**config.mk**
```make
export PLATFORM = sky130hd
export DESIGN_NAME = regalu_core
export DESIGN_NICKNAME = d
export VERILOG_FILES = /design/src/rtl/regalu_core.sv
export SDC_FILE = /design/constraint.sdc
export NUM_CORES = 1
export LEC_CHECK = 0
export ABC_AREA = 1
export BUFFER_PORTS_ARGS = -buffer_cell sky130_fd_sc_hd__buf_4
export CAP_MARGIN = 30
export CORE_MARGIN = 2
export CORE_UTILIZATION = 56
export CTS_CLUSTER_DIAMETER = 30
export DETAILED_ROUTE_END_ITERATION = 7
export PLACE_DENSITY = 0.87
export SLEW_MARGIN = 20
export SYNTH_ARGS = -nofsm -noshare
export SYNTH_HDL_FRONTEND = slang
export SYNTH_SLANG_ARGS = --single-unit
```
**constraint.sdc**
```tcl
create_clock -name clk -period 2.82 [get_ports clk]
set_input_delay 0.282 -clock clk [delete_from_list [all_inputs] [get_ports clk]]
set_output_delay 0.282 -clock clk [all_outputs]
set_load 0.005 [all_outputs]
```
**src/rtl/regalu_core.sv**
```systemverilog
// Parametrised register file + ALU core with an iterative shift-add multiplier and valid/ready ports.
// Optional macro REGALU_R0_ZERO_EN: register 0 reads as zero and ignores writes.
module regalu_core #(
  parameter int WIDTH = 8,
  parameter int NREGS = 4
) (
  input  logic                       clk,
  input  logic                       rst_n,
  input  logic                       in_valid,
  output logic                       in_ready,
  input  logic [2:0]                 op,
  input  logic [$clog2(NREGS)-1:0]   rd,
  input  logic [$clog2(NREGS)-1:0]   rs1,
  input  logic [$clog2(NREGS)-1:0]   rs2,
  input  logic                       use_imm,
  input  logic [WIDTH-1:0]           imm,
  output logic                       out_valid,
  input  logic                       out_ready,
  output logic [WIDTH-1:0]           out_data,
  output logic                       out_zero,
  output logic                       out_carry
);

  localparam int IW = $clog2(NREGS);
  localparam int SW = $clog2(WIDTH);

  typedef enum logic {IDLE = 1'b0, MULT = 1'b1} state_t;

  state_t           state;
  logic [WIDTH-1:0] regs [NREGS];
  logic [WIDTH-1:0] op_a;
  logic [WIDTH-1:0] op_b;
  logic [WIDTH:0]   sum;
  logic [WIDTH:0]   diff;
  logic [WIDTH-1:0] alu_res;
  logic             alu_carry;
  logic [WIDTH-1:0] mul_a;
  logic [WIDTH-1:0] mul_b;
  logic [WIDTH-1:0] acc;
  logic [WIDTH-1:0] acc_next;
  logic [SW-1:0]    cnt;
  logic [IW-1:0]    mul_rd;
  logic             accept;
  logic             mul_done;
  logic             wr_en;
  logic [IW-1:0]    wr_addr;
  logic [WIDTH-1:0] wr_data;

  assign in_ready = (state == IDLE) && (!out_valid || out_ready);
  assign accept   = in_valid && in_ready;
  assign mul_done = (state == MULT) && (cnt == SW'(WIDTH - 1));

  // Operand fetch from the register state before the accepting edge
  always_comb begin
    op_a = regs[rs1];
    op_b = use_imm ? imm : regs[rs2];
`ifdef REGALU_R0_ZERO_EN
    if (rs1 == '0) begin
      op_a = '0;
    end else begin
      op_a = regs[rs1];
    end
    if (!use_imm && (rs2 == '0)) begin
      op_b = '0;
    end else begin
      op_b = use_imm ? imm : regs[rs2];
    end
`endif
  end

  // Single-cycle ALU; MUL is handled by the iterative datapath
  always_comb begin
    sum       = {1'b0, op_a} + {1'b0, op_b};
    diff      = {1'b0, op_a} - {1'b0, op_b};
    alu_res   = '0;
    alu_carry = 1'b0;
    case (op)
      3'b000: begin
        alu_res   = sum[WIDTH-1:0];
        alu_carry = sum[WIDTH];
      end
      3'b001: begin
        alu_res   = diff[WIDTH-1:0];
        alu_carry = diff[WIDTH];
      end
      3'b010:  alu_res = op_a & op_b;
      3'b011:  alu_res = op_a ^ op_b;
      3'b100:  alu_res = op_a | op_b;
      3'b101:  alu_res = op_b;
      3'b110:  alu_res = op_a << op_b[SW-1:0];
      default: begin
        alu_res   = '0;
        alu_carry = 1'b0;
      end
    endcase
  end

  // One shift-add step per MULT cycle, wrapping at WIDTH bits
  always_comb begin
    if (mul_b[cnt]) begin
      acc_next = acc + (mul_a << cnt);
    end else begin
      acc_next = acc;
    end
  end

  // Register-file write port: ALU results on accept, MUL result on its last step
  always_comb begin
    wr_en   = (accept && (op != 3'b111)) || mul_done;
    wr_addr = mul_done ? mul_rd : rd;
    wr_data = mul_done ? acc_next : alu_res;
`ifdef REGALU_R0_ZERO_EN
    if (wr_addr == '0) begin
      wr_en = 1'b0;
    end else begin
      wr_en = (accept && (op != 3'b111)) || mul_done;
    end
`endif
  end

  // Register file storage
  always_ff @(posedge clk or negedge rst_n) begin
    if (!rst_n) begin
      for (int i = 0; i < NREGS; i++) begin
        regs[i] <= '0;
      end
    end else if (wr_en) begin
      regs[wr_addr] <= wr_data;
    end
  end

  // Control FSM, multiplier state and registered output port
  always_ff @(posedge clk or negedge rst_n) begin
    if (!rst_n) begin
      state     <= IDLE;
      mul_a     <= '0;
      mul_b     <= '0;
      mul_rd    <= '0;
      acc       <= '0;
      cnt       <= '0;
      out_valid <= 1'b0;
      out_data  <= '0;
      out_zero  <= 1'b0;
      out_carry <= 1'b0;
    end else begin
      case (state)
        IDLE: begin
          if (out_valid && out_ready) begin
            out_valid <= 1'b0;
          end
          if (accept) begin
            if (op == 3'b111) begin
              state  <= MULT;
              mul_a  <= op_a;
              mul_b  <= op_b;
              mul_rd <= rd;
              acc    <= '0;
              cnt    <= '0;
            end else begin
              out_valid <= 1'b1;
              out_data  <= alu_res;
              out_zero  <= (alu_res == '0);
              out_carry <= alu_carry;
            end
          end
        end
        MULT: begin
          acc <= acc_next;
          cnt <= cnt + SW'(1);
          if (mul_done) begin
            state     <= IDLE;
            out_valid <= 1'b1;
            out_data  <= acc_next;
            out_zero  <= (acc_next == '0);
            out_carry <= 1'b0;
          end
        end
        default: state <= IDLE;
      endcase
    end
  end

endmodule

```
==> flow_summary_export.csv, run 1 <==
group,metric,value,unit
drt,violation_count_after_the_first_detailed_routing_iteration,615,
clocking,tritoncts,"built",
worst_hold_path,worstHoldPathCells,3,
run,max-cap-violations,0,
power,power.density,1120,nW/um2
synthesis,yosys_most_used_dff,"dfrtp_1",
critical_path,cp-start-kind,"flop",
status,run_status,"complete, but fails checks",
die,core.rowCount,37,
synthesis,post-synth-top-area-fraction,31.4,%
global_routing,first_global_vias,5846,
layout,num-nets-final,1025,
drt,drc_errors,0,
drt,dr_total_vias,6295,
global_routing,first_pass_grt_wire_length,29.2,mm
timing,final.setup.worst_slack,-19.1,ps
die,die_width,106,um
power,report.power.total,0.00828,W
die,floorplan.die.height,106,um
clocking,cts-buffers-inserted,9,
clocking,cts_htree_levels,3,
die,top_level_ports,34,
synthesis,netlist_area,5810,um2
synthesis,synthesis.instances,848,
timing,finalClockSkew,13.2,ps
timing,hold_viol_final,0,
clocking,clock_tree.buffer_depth,2,
clocking,clock_insertion_delay_worst_skew,360,ps
place,routabilityCongestion,1.01,
timing,grt_setup_unrepaired,"true",
timing,final_clock_period_utilization_by_the_worst_path,101,%
drt,antenna_left,0,
synthesis,yosys.cell_types.count,50,
synthesis,synth.top_cells.by_area,"dfrtp_1 31%, nand2_1 15%, ha_1 7.3%, o21ai_0 7.1%, inv_1 6.5%",
clocking,buffer_type_at_the_clock_tree_root,"clkbuf_8",
drt,drt-wirelength-per-cell,16.8,um
layout,num-fill-cells,781,
die,design.core.area,10200,um2
place,numPortBuffers,33,
layout,multi_input_area,3690,um2
critical_path,endpoint_kind,"flop",
status,violations,"setup timing",
synthesis,synthesis.nets,906,
drt,finalWirelength,18.6,mm
clocking,clock_sink_count,73,
layout,n_antenna_cell,0,
power,worst_ir_drop_vdd,0.759,mV
worst_hold_path,timing.hold.worst.class,"input pin to flop",
place,placed_area,6750,um2
die,initial_core_util,57.1,%
timing,timing.final.max_slew_violations,0,
critical_path,timing.setup.critical_path_class,"flop to flop",
global_routing,largest_net_degree_at_the_start_of_global_routing,74,
synthesis,number_of_enable_type_register_cells_in_the_synthesized_netlist,0,
timing,setup-violations-final,3,
timing,fin_tns_setup,-35.5,ps
critical_path,reg2regPathDepth,19,
timing,period_minus_slack,2840,ps
critical_path,critPathLaunch,"cnt[0]",
timing,fin_hold_ws,154,ps
critical_path,reg2reg_launch_point,"cnt[0]",
critical_path,worst_r2r_endpoint,"out_zero",
synthesis,synth_top_cell_by_area,"dfrtp_1",
critical_path,crit_end,"out_zero",
layout,relative_area_change_from_synthesis_to_final_layout,27.8,%
layout,final_core_util,72.9,%
global_routing,globalRouteTotalUtil,33.3,%
critical_path,crit_path_max_fanout,6,
clocking,worst_setup_hold_path_clk_slew,80,ps
drt,first_pass_iters,6,
synthesis,synthesis.yosys.warnings,0,
timing,tightestPinTransition,653,ps
timing,max_freq,352,MHz
synthesis,yosys_register_bits,73,
global_routing,gr-total-overflow,0,
synthesis,synth.yosys.seq_area_share,31.4,%
global_routing,antenna_found_initial,0,
timing,maxSlewHeadroom,56.4,%
power,cellLeakagePower,3.72,nW
critical_path,r2r_slack,-20,ps
layout,drive_gt1_share,28.6,%
critical_path,cp.required,3110,ps
die,die_area,11200,um2
layout,finish.instance_area,7430,um2
synthesis,asyncSetResetFlopFracSynth,100,%
layout,final-seq-area,1830,um2
synthesis,avgSynthCellArea,6.85,um2
drt,routed_via_density,5.69,
critical_path,worst-endpoint-arrival,3130,ps
place,hpwl,13.9,mm
==> per-stage QoR <==
step / setup slack, ps / cells
2_1_floorplan: 114 / 848
3_3_place_gp: -135 / 1080
3_5_place_dp: -133 / 1080
4_1_cts: 9.19 / 1096
5_1_grt: -275 / 1107
6_report: -19.1 / 1107
==> state kept, by name (all words and copies together), names as in the netlist <==
register / flops
regs: 32
acc: 8
mul_a: 8
mul_b: 8
out_data: 8
cnt: 3
mul_rd: 2
out_carry: 1
out_valid: 1
out_zero: 1
state: 1
==> cell type report <==
cell class / count / share of cell area [%]
tap: 136 / 2.29
multi-input combinational: 636 / 49.7
sequential: 73 / 24.6
timing repair buffer: 137 / 14.4
clock inverter: 4 / 1.33
clock buffer: 11 / 2.04
inverter: 110 / 5.63
==> cells by family after synthesis <==
family	after synthesis	synth area share, %
buffers and inverters	139	10.1
AO/OA/AOI/OAI	186	17.9
flip-flops	73	31.4
multiplexers	5	0.947
AND/OR/NAND/NOR	405	30.9
adder cells (fa/ha/maj)	36	8.01
XOR/XNOR	4	0.603
==> report_power, final <==
group          switching, W  total [W]  internal [W]
registers          0.000370    0.00193       0.00156
logic               0.00311    0.00531       0.00220
clock network      0.000410    0.00104      0.000635
total               0.00389    0.00828       0.00439
==> timing repair <==
item | CTS | global route
setup buffers | 1 | 10
cloned | 0 | 0
pin swaps | 4 | 50
hold buffers | 0 | 1
endpoints found under the hold margin | 0 | 16
gates resized for setup | 17 | 90
setup endpoints to repair | 16 | 38
==> how the worst min path moves through the flow <==
stage               startpoint        end
CTS                      rst_n   regs[25]
global route             rd[1]  mul_rd[1]
finish                   rd[1]  mul_rd[1]
global placement         rst_n   regs[25]
detailed placement       rst_n   regs[25]
floorplan                rst_n     acc[0]
==> layer usage <==
metal	vias up	global-route usage (%)	wire, um
met5	-	0	0
met4	0	14.9	810
met3	68	6.00	1270
met2	296	53.9	8750
met1	2921	43.6	7770
li1	3010	-	-
==> layout by cell type (no fill, tap or decap), types with 14 or more instances in the layout <==
cell type	n
o21ai_1	26
dfrtp_1	71
inv_1	87
nand2_2	19
nand2_1	217
ha_1	26
nand3_1	60
buf_4	130
o21ai_0	68
nor2_1	50
a21oi_1	34
nand3_2	14
inv_2	21
==> synth_stat cells (4+ instances only) <==
cell type / instances
buf_2: 13
dfrtp_1: 73
o21ai_1: 19
a21oi_1: 42
o21ai_0: 83
a31oi_1: 7
inv_1: 101
ha_1: 34
or2_2: 10
o211ai_1: 13
nor2_2: 4
buf_4: 5
mux2_2: 4
nand3_1: 66
nor2_1: 57
nand3_2: 8
inv_2: 7
o21ai_2: 5
o22ai_1: 5
buf_6: 4
nand2_2: 6
nor3_1: 8
nand2_1: 230
clkbuf_1: 6
==> critical path, stage by stage (launching register included) <==
cell and delay, ps:
dfrtp_2 450, buf_4 170, o21ai_1 160, o21ai_1 130
buf_4 160, nor2_2 80, ha_1 270, a21oi_1 140
nand2_1 100, buf_4 150, nand2_1 50, nand2_1 70
a21oi_2 160, or2_2 120, nand3_1 80, nand2_2 120
nand4_1 80, nor2_1 120, nor2_2 70, a21oi_2 110
No activity file was read; power rests on OpenSTA's default activity.
==> run 2, diff against run 1 <==
--- a/config.mk
+++ b/config.mk
@@ -6,13 +6,14 @@
 export NUM_CORES = 1
 export LEC_CHECK = 0
 export ABC_AREA = 1
-export BUFFER_PORTS_ARGS = -buffer_cell sky130_fd_sc_hd__buf_4
 export CAP_MARGIN = 30
 export CORE_MARGIN = 2
-export CORE_UTILIZATION = 56
+export CORE_UTILIZATION = 59
+export CTS_BUF_LIST = sky130_fd_sc_hd__clkbuf_4 sky130_fd_sc_hd__clkbuf_8 sky130_fd_sc_hd__clkbuf_16
 export CTS_CLUSTER_DIAMETER = 30
 export DETAILED_ROUTE_END_ITERATION = 7
-export PLACE_DENSITY = 0.87
+export DONT_BUFFER_PORTS = 1
+export PLACE_DENSITY = 0.88
 export SLEW_MARGIN = 20
 export SYNTH_ARGS = -nofsm -noshare
 export SYNTH_HDL_FRONTEND = slang
==> run 2 against run 1 <==
- the flow still finishes with violations (setup timing)
- die area fell by 4.9%
- clock power barely moved
- power fell by 2.7%
- via count fell by 1.1%
- clock-buffer cell count fell by 1
- largest cell class unchanged
- highest routed layer unchanged
==> flow_summary_export.csv, run 2 (synthesis results as in run 1) <==
group,metric,value,unit
status,run_status,"complete, but fails checks",
status,violations,"setup timing",
place,placed_area,6220,um2
clocking,clock_sink_count,73,
critical_path,endpoint_kind,"flop",
place,numPortBuffers,0,
timing,maxSlewHeadroom,58.5,%
timing,tightestPinTransition,622,ps
layout,n_antenna_cell,0,
layout,finish.instance_area,6980,um2
drt,drt-wirelength-per-cell,17.6,um
layout,drive_gt1_share,24.5,%
drt,antenna_left,0,
clocking,cts_htree_levels,3,
die,core.rowCount,36,
layout,final_cells,1038,
power,power.density,1150,nW/um2
die,top_level_ports,34,
power,share_comb_of_total_power,63.6,%
drt,violation_count_after_the_first_detailed_routing_iteration,630,
global_routing,first_pass_grt_wire_length,27.7,mm
global_routing,first_global_vias,5832,
clocking,clock_insertion_delay_worst_skew,360,ps
timing,period_minus_slack,2950,ps
layout,largest_register_ff_count,32,
run,max-cap-violations,0,
power,clockPowerShare,12.5,%
clocking,tritoncts,"built",
drt,dr_total_vias,6225,
layout,relative_area_change_from_synthesis_to_final_layout,20.1,%
drt,finalWirelength,18.3,mm
power,power_switching,0.00389,W
critical_path,reg2regPathDepth,19,
place,hpwl,12.6,mm
critical_path,critical-path-top-delay-family,"simple AND/OR/NAND/NOR gates",
critical_path,cp-start-kind,"flop",
power,worst_ir_drop_vdd,0.657,mV
drt,routed_via_density,6.00,
global_routing,gr-total-overflow,0,
timing,hold_viol_final,0,
global_routing,globalRouteTotalUtil,33.8,%
die,floorplan.die.height,103,um
critical_path,reg2reg_launch_point,"cnt[0]",
global_routing,antenna_found_initial,0,
layout,final_common_cell,"nand2_1",
timing,fin_tns_setup,-164,ps
timing,grt_setup_unrepaired,"true",
layout,layout_common_cells,"207 x nand2_1, 91 x inv_1, 72 x dfrtp_1",
die,die_width,103,um
power,power.share.sequential,23.9,%
critical_path,worst_r2r_endpoint,"out_zero",
layout,final_core_util,72.1,%
layout,num-fill-cells,710,
power,cellLeakagePower,3.41,nW
drt,first_pass_iters,6,
timing,timing.final.max_slew_violations,0,
timing,finalClockSkew,15.9,ps
die,initial_core_util,60.0,%
power,cellInternalPower,0.00416,W
power,power.switching_fraction,48.4,%
critical_path,timing.setup.critical_path_class,"flop to flop",
clocking,buffer_type_at_the_clock_tree_root,"clkbuf_8",
timing,final_clock_period_utilization_by_the_worst_path,105,%
place,routabilityCongestion,1.02,
worst_hold_path,worstHoldStart,"rd[0]",
worst_hold_path,hold_path_end,"mul_rd[0]",
die,design.core.area,9680,um2
layout,num-nets-final,959,
place,pre_cts_ws,-80.4,ps
timing,final.setup.worst_slack,-132,ps
critical_path,crit_path_top_delay_cell,"dfrtp_1",
place,placed_cells,1006,
drt,drc_errors,0,
critical_path,ordered_list_of_cells_on_the_worst_path,"buf_12, nand2_2, o21ai_2, o21ai_2, nor2_2, ha_1, a21oi_2, nand2_2, buf_4, nand2_1, nand2_1, a21oi_2, or2_4, nand3_1, nand2_1, nand4_1, nor2_1, nor2_1, a21oi_2",
critical_path,r2r_slack,-130,ps
timing,setup-violations-final,5,
worst_hold_path,worstHoldPathCells,2,
worst_hold_path,timing.hold.worst.class,"input pin to flop",
clocking,cts-buffers-inserted,9,
critical_path,crit_path_max_fanout,10,
clocking,clock_tree.buffer_depth,2,
critical_path,cp.required,3110,ps
global_routing,largest_net_degree_at_the_start_of_global_routing,74,
critical_path,crit_buf_inv,2,
layout,registers.top_by_ff_count,"regs",
timing,max_freq,339,MHz
clocking,worst_setup_hold_path_clk_slew,90,ps
critical_path,worst-endpoint-arrival,3240,ps
critical_path,worst_path_largest_cell_delay,440,ps
die,die_area,10700,um2
## run 2: cell types whose count changed in the layout (fill, tap and decap cells not counted), sizes merged
cell	previous run	this run
inv	111	109
clkinv	0	3
buf	136	69
## run 2: worst reg2reg max path, cell delays in order, from the launching register on
cell and delay (ps):
dfrtp_1 440, buf_12 170, nand2_2 60, o21ai_2 70, o21ai_2 190, nor2_2 60
ha_1 350, a21oi_2 170, nand2_2 90, buf_4 140, nand2_1 50, nand2_1 60
a21oi_2 190, or2_4 140, nand3_1 80, nand2_1 140, nand4_1 120, nor2_1 180
nor2_1 70, a21oi_2 110
## run 2: timing repair
action                                  CTS  global route
pin swaps                                 2            42
hold buffers                              2             0
gates cloned                              0             1
gates resized for setup                  12            99
endpoints found under the setup margin   13            36
hold endpoints to repair                 73             0
setup buffers                             1            13
## run 2: area by class of cell
cell class,count,area (um2),share of cell area [%]
sequential,73,1830,26.2
clock buffer,10,138,1.97
tap,133,166,2.38
inverter,110,415,5.95
timing repair buffer,71,593,8.50
clock inverter,5,104,1.49
multi-input combinational,636,3740,53.5
## run 2: worst max-delay path by stage
| stage | start | to | slack [ps] | cells after the start |
|---|---|---|---|---|
| CTS | cnt[0] | regs[15] | -10 | 17 |
| floorplan | rs2[1] | regs[22] | 110 | 22 |
| detailed placement | regs[24] | out_data[6] | -80 | 21 |
| global placement | cnt[0] | regs[31] | -10 | 17 |
| finish | cnt[0] | out_zero | -130 | 19 |
| global route | cnt[0] | out_zero | -300 | 19 |
## run 2: power by group through the flow
stage	clock (W)	sequential (W)	combinational, W
2_1_floorplan	0	0.00178	0.00294
3_3_place_gp	0	0.00187	0.00389
3_5_place_dp	0	0.00190	0.00401
6_report	0.00101	0.00192	0.00512
5_1_grt	0.00105	0.00198	0.00560
4_1_cts	0.00101	0.00188	0.00415
## run 2: metrics by stage
stage / hold WS (ps) / total power (W)
CTS: 52.9 / 0.00705
detailed placement: -9.17 / 0.00591
floorplan: -13.6 / 0.00472
global route: 70.8 / 0.00863
global placement: -9.23 / 0.00577
finish: 59.4 / 0.00806
## run 2: layer usage
metal / up-vias / track usage [%] / wire (um)
li1: 2878 / - / -
met3: 100 / 6.32 / 1710
met2: 371 / 55.1 / 8540
met5: - / 0 / 0
met1: 2876 / 43.2 / 6900
met4: 0 / 17.4 / 1100
==> run 3, diff against run 2 <==
--- a/config.mk
+++ b/config.mk
@@ -13,7 +13,7 @@
 export CTS_CLUSTER_DIAMETER = 30
 export DETAILED_ROUTE_END_ITERATION = 7
 export DONT_BUFFER_PORTS = 1
-export PLACE_DENSITY = 0.88
+export PLACE_DENSITY = 0.76
 export SLEW_MARGIN = 20
 export SYNTH_ARGS = -nofsm -noshare
 export SYNTH_HDL_FRONTEND = slang
==> run 3 against run 2 <==
- the run now ends clean
- critical path depth up 4
- die area unchanged
- utilization down 0.25 points
- critical endpoint unchanged
- global-route usage up 0.92 points
- via count down 3.2%
- clock skew up 3.9 ps
- sequential cell count unchanged
- clock-buffer cell count up 1
- critical path type unchanged
- fmax up 6.2%
- final area down 0.34%
- register-to-register slack better by 170 ps
==> flow_summary_export.csv, run 3 (synthesis results as in run 1) <==
group,metric,value,unit
status,run_status,"finished clean",
timing,hold_viol_final,0,
drt,drc_errors,0,
layout,drive_gt1_share,23.8,%
critical_path,cp-start-kind,"flop",
critical_path,timing.setup.critical_path_class,"flop to flop",
critical_path,crit_path_max_fanout,3,
layout,layout_common_cells,"213 x nand2_1, 93 x inv_1, 73 x dfrtp_1",
die,initial_core_util,60.0,%
global_routing,first_pass_grt_wire_length,28.1,mm
clocking,cts_htree_levels,3,
worst_hold_path,timing.hold.worst.class,"input pin to flop",
timing,finalClockSkew,19.8,ps
drt,violation_count_after_the_first_detailed_routing_iteration,479,
layout,largest_register_ff_count,32,
die,die_width,103,um
power,worst_ir_drop_vdd,0.555,mV
drt,first_pass_iters,6,
layout,final_common_cell,"nand2_1",
timing,grt_setup_unrepaired,"true",
layout,final_cells,1046,
critical_path,crit_top_cell,"nor2_1",
layout,num-nets-final,966,
timing,period_minus_slack,2780,ps
timing,timing.final.max_slew_violations,0,
layout,registers.top_by_ff_count,"regs",
critical_path,worst_path_largest_cell_delay,380,ps
power,cellLeakagePower,3.42,nW
clocking,clock_tree.buffer_depth,2,
critical_path,crit_path_top_delay_cell,"dfrtp_1",
die,top_level_ports,34,
global_routing,gr-total-overflow,0,
timing,fin_tns_setup,0,ps
global_routing,first_global_vias,5373,
place,numPortBuffers,0,
global_routing,globalRouteTotalUtil,34.8,%
place,hpwl,13.9,mm
drt,finalWirelength,18.1,mm
critical_path,worst-endpoint-arrival,3070,ps
power,power.density,1090,nW/um2
clocking,worst_setup_hold_path_clk_slew,80,ps
place,placed_cells,1019,
clocking,tritoncts,"built",
timing,final_clock_period_utilization_by_the_worst_path,98.6,%
critical_path,r2r_slack,40,ps
drt,dr_total_vias,6028,
clocking,clock_insertion_delay_worst_skew,370,ps
timing,tightestPinTransition,639,ps
die,core.rowCount,36,
die,floorplan.die.height,103,um
die,design.core.area,9680,um2
critical_path,ordered_list_of_cells_on_the_worst_path,"inv_2, nand2_2, nand3_2, nand3_2, nand2_2, inv_2, ha_4, inv_2, fa_2, buf_4, xnor2_1, nor2_1, nor2_1, nand2_1, nor3_2, nand2_2, clkinv_1, nand2_1, nor2_1, nand2_1, nor2_1, nand3_1, a21oi_2",
timing,final.setup.worst_slack,40.3,ps
global_routing,largest_net_degree_at_the_start_of_global_routing,74,
place,pre_cts_ws,-87.0,ps
die,die_area,10700,um2
drt,antenna_left,0,
critical_path,endpoint_kind,"flop",
drt,drt-wirelength-per-cell,17.3,um
layout,n_antenna_cell,0,
clocking,clock_sink_count,73,
timing,maxSlewHeadroom,56.9,%
timing,setup-violations-final,0,
timing,max_freq,360,MHz
global_routing,antenna_found_initial,0,
drt,routed_via_density,5.76,
place,routabilityCongestion,0.999,
run,max-cap-violations,0,
layout,relative_area_change_from_synthesis_to_final_layout,19.7,%
clocking,buffer_type_at_the_clock_tree_root,"clkbuf_8",
critical_path,cp.required,3110,ps
clocking,cts-buffers-inserted,9,
run 3: cell types whose count changed in the layout (fill, tap and decap cells not counted), sizes merged:
cell	before	now
inv	109	110
buf	69	77
clkinv	3	5
bufinv	3	0
run 3: per-stage QoR:
step           area (um2)  utilization [%]  total power [W]  hold slack [ps]
3_5_place_dp         6360             65.6          0.00604            -12.6
4_1_cts              6600             68.2          0.00689             43.7
2_1_floorplan        5810                -          0.00472            -13.6
6_report             6960             71.8          0.00757             55.2
3_3_place_gp         6360             65.6          0.00595            -12.4
5_1_grt              6960             71.8          0.00821             57.8
run 3: critical path: cells and delay by family (launching register included):
| kind | cells | cell delay (ps) |
|---|---|---|
| simple gates | 14 | 1210 |
| fa+ha+maj | 2 | 480 |
| flops | 1 | 380 |
| buf+inv | 5 | 370 |
| compound gates | 1 | 140 |
| xor+xnor | 1 | 120 |
run 3: timing repair:
action | 4_1_cts | 5_1_grt
gates resized for setup | 10 | 88
setup buffers | 0 | 9
hold buffers | 2 | 0
pin swaps | 2 | 37
cloned | 0 | 0
endpoints found under the setup margin | 16 | 38
hold endpoints to repair | 73 | 0
run 3: power breakdown:
| part | switching [W] | total [W] | internal [W] |
|---|---|---|---|
| Clock | 0.000420 | 0.000765 | 0.000345 |
| Sequential | 0.000363 | 0.00192 | 0.00155 |
| Combinational | 0.00295 | 0.00488 | 0.00194 |
| Total | 0.00373 | 0.00757 | 0.00384 |
run 3: layer usage:
metal  part of all wire [%]  GRT usage, %
met5                      0             0
met4                    3.1          12.2
met2                     47          57.4
met1                     42          46.6
met3                    7.1          5.51
run 3: final timing paths:
kind	start	endpoint	cells after the start
worst max-delay path	regs[24]	out_zero	23
worst min-delay path	rd[0]	mul_rd[0]	2
worst max register to register	regs[24]	out_zero	23
worst min register to register	mul_b[2]	mul_b[2]	2
max in group asynchronous	rst_n	mul_rd[0]	2
min in group asynchronous	rst_n	acc[1]	2
run 3: area by class of cell:
type                            count  area, um2
Tap cell                          133        166
Clock inverter                      5       40.0
Multi-Input combinational cell    636       3700
Timing Repair Buffer               78        666
Fill cell                         806       2730
Clock buffer                       11        139
Inverter                          110        418
Sequential cell                    73       1830
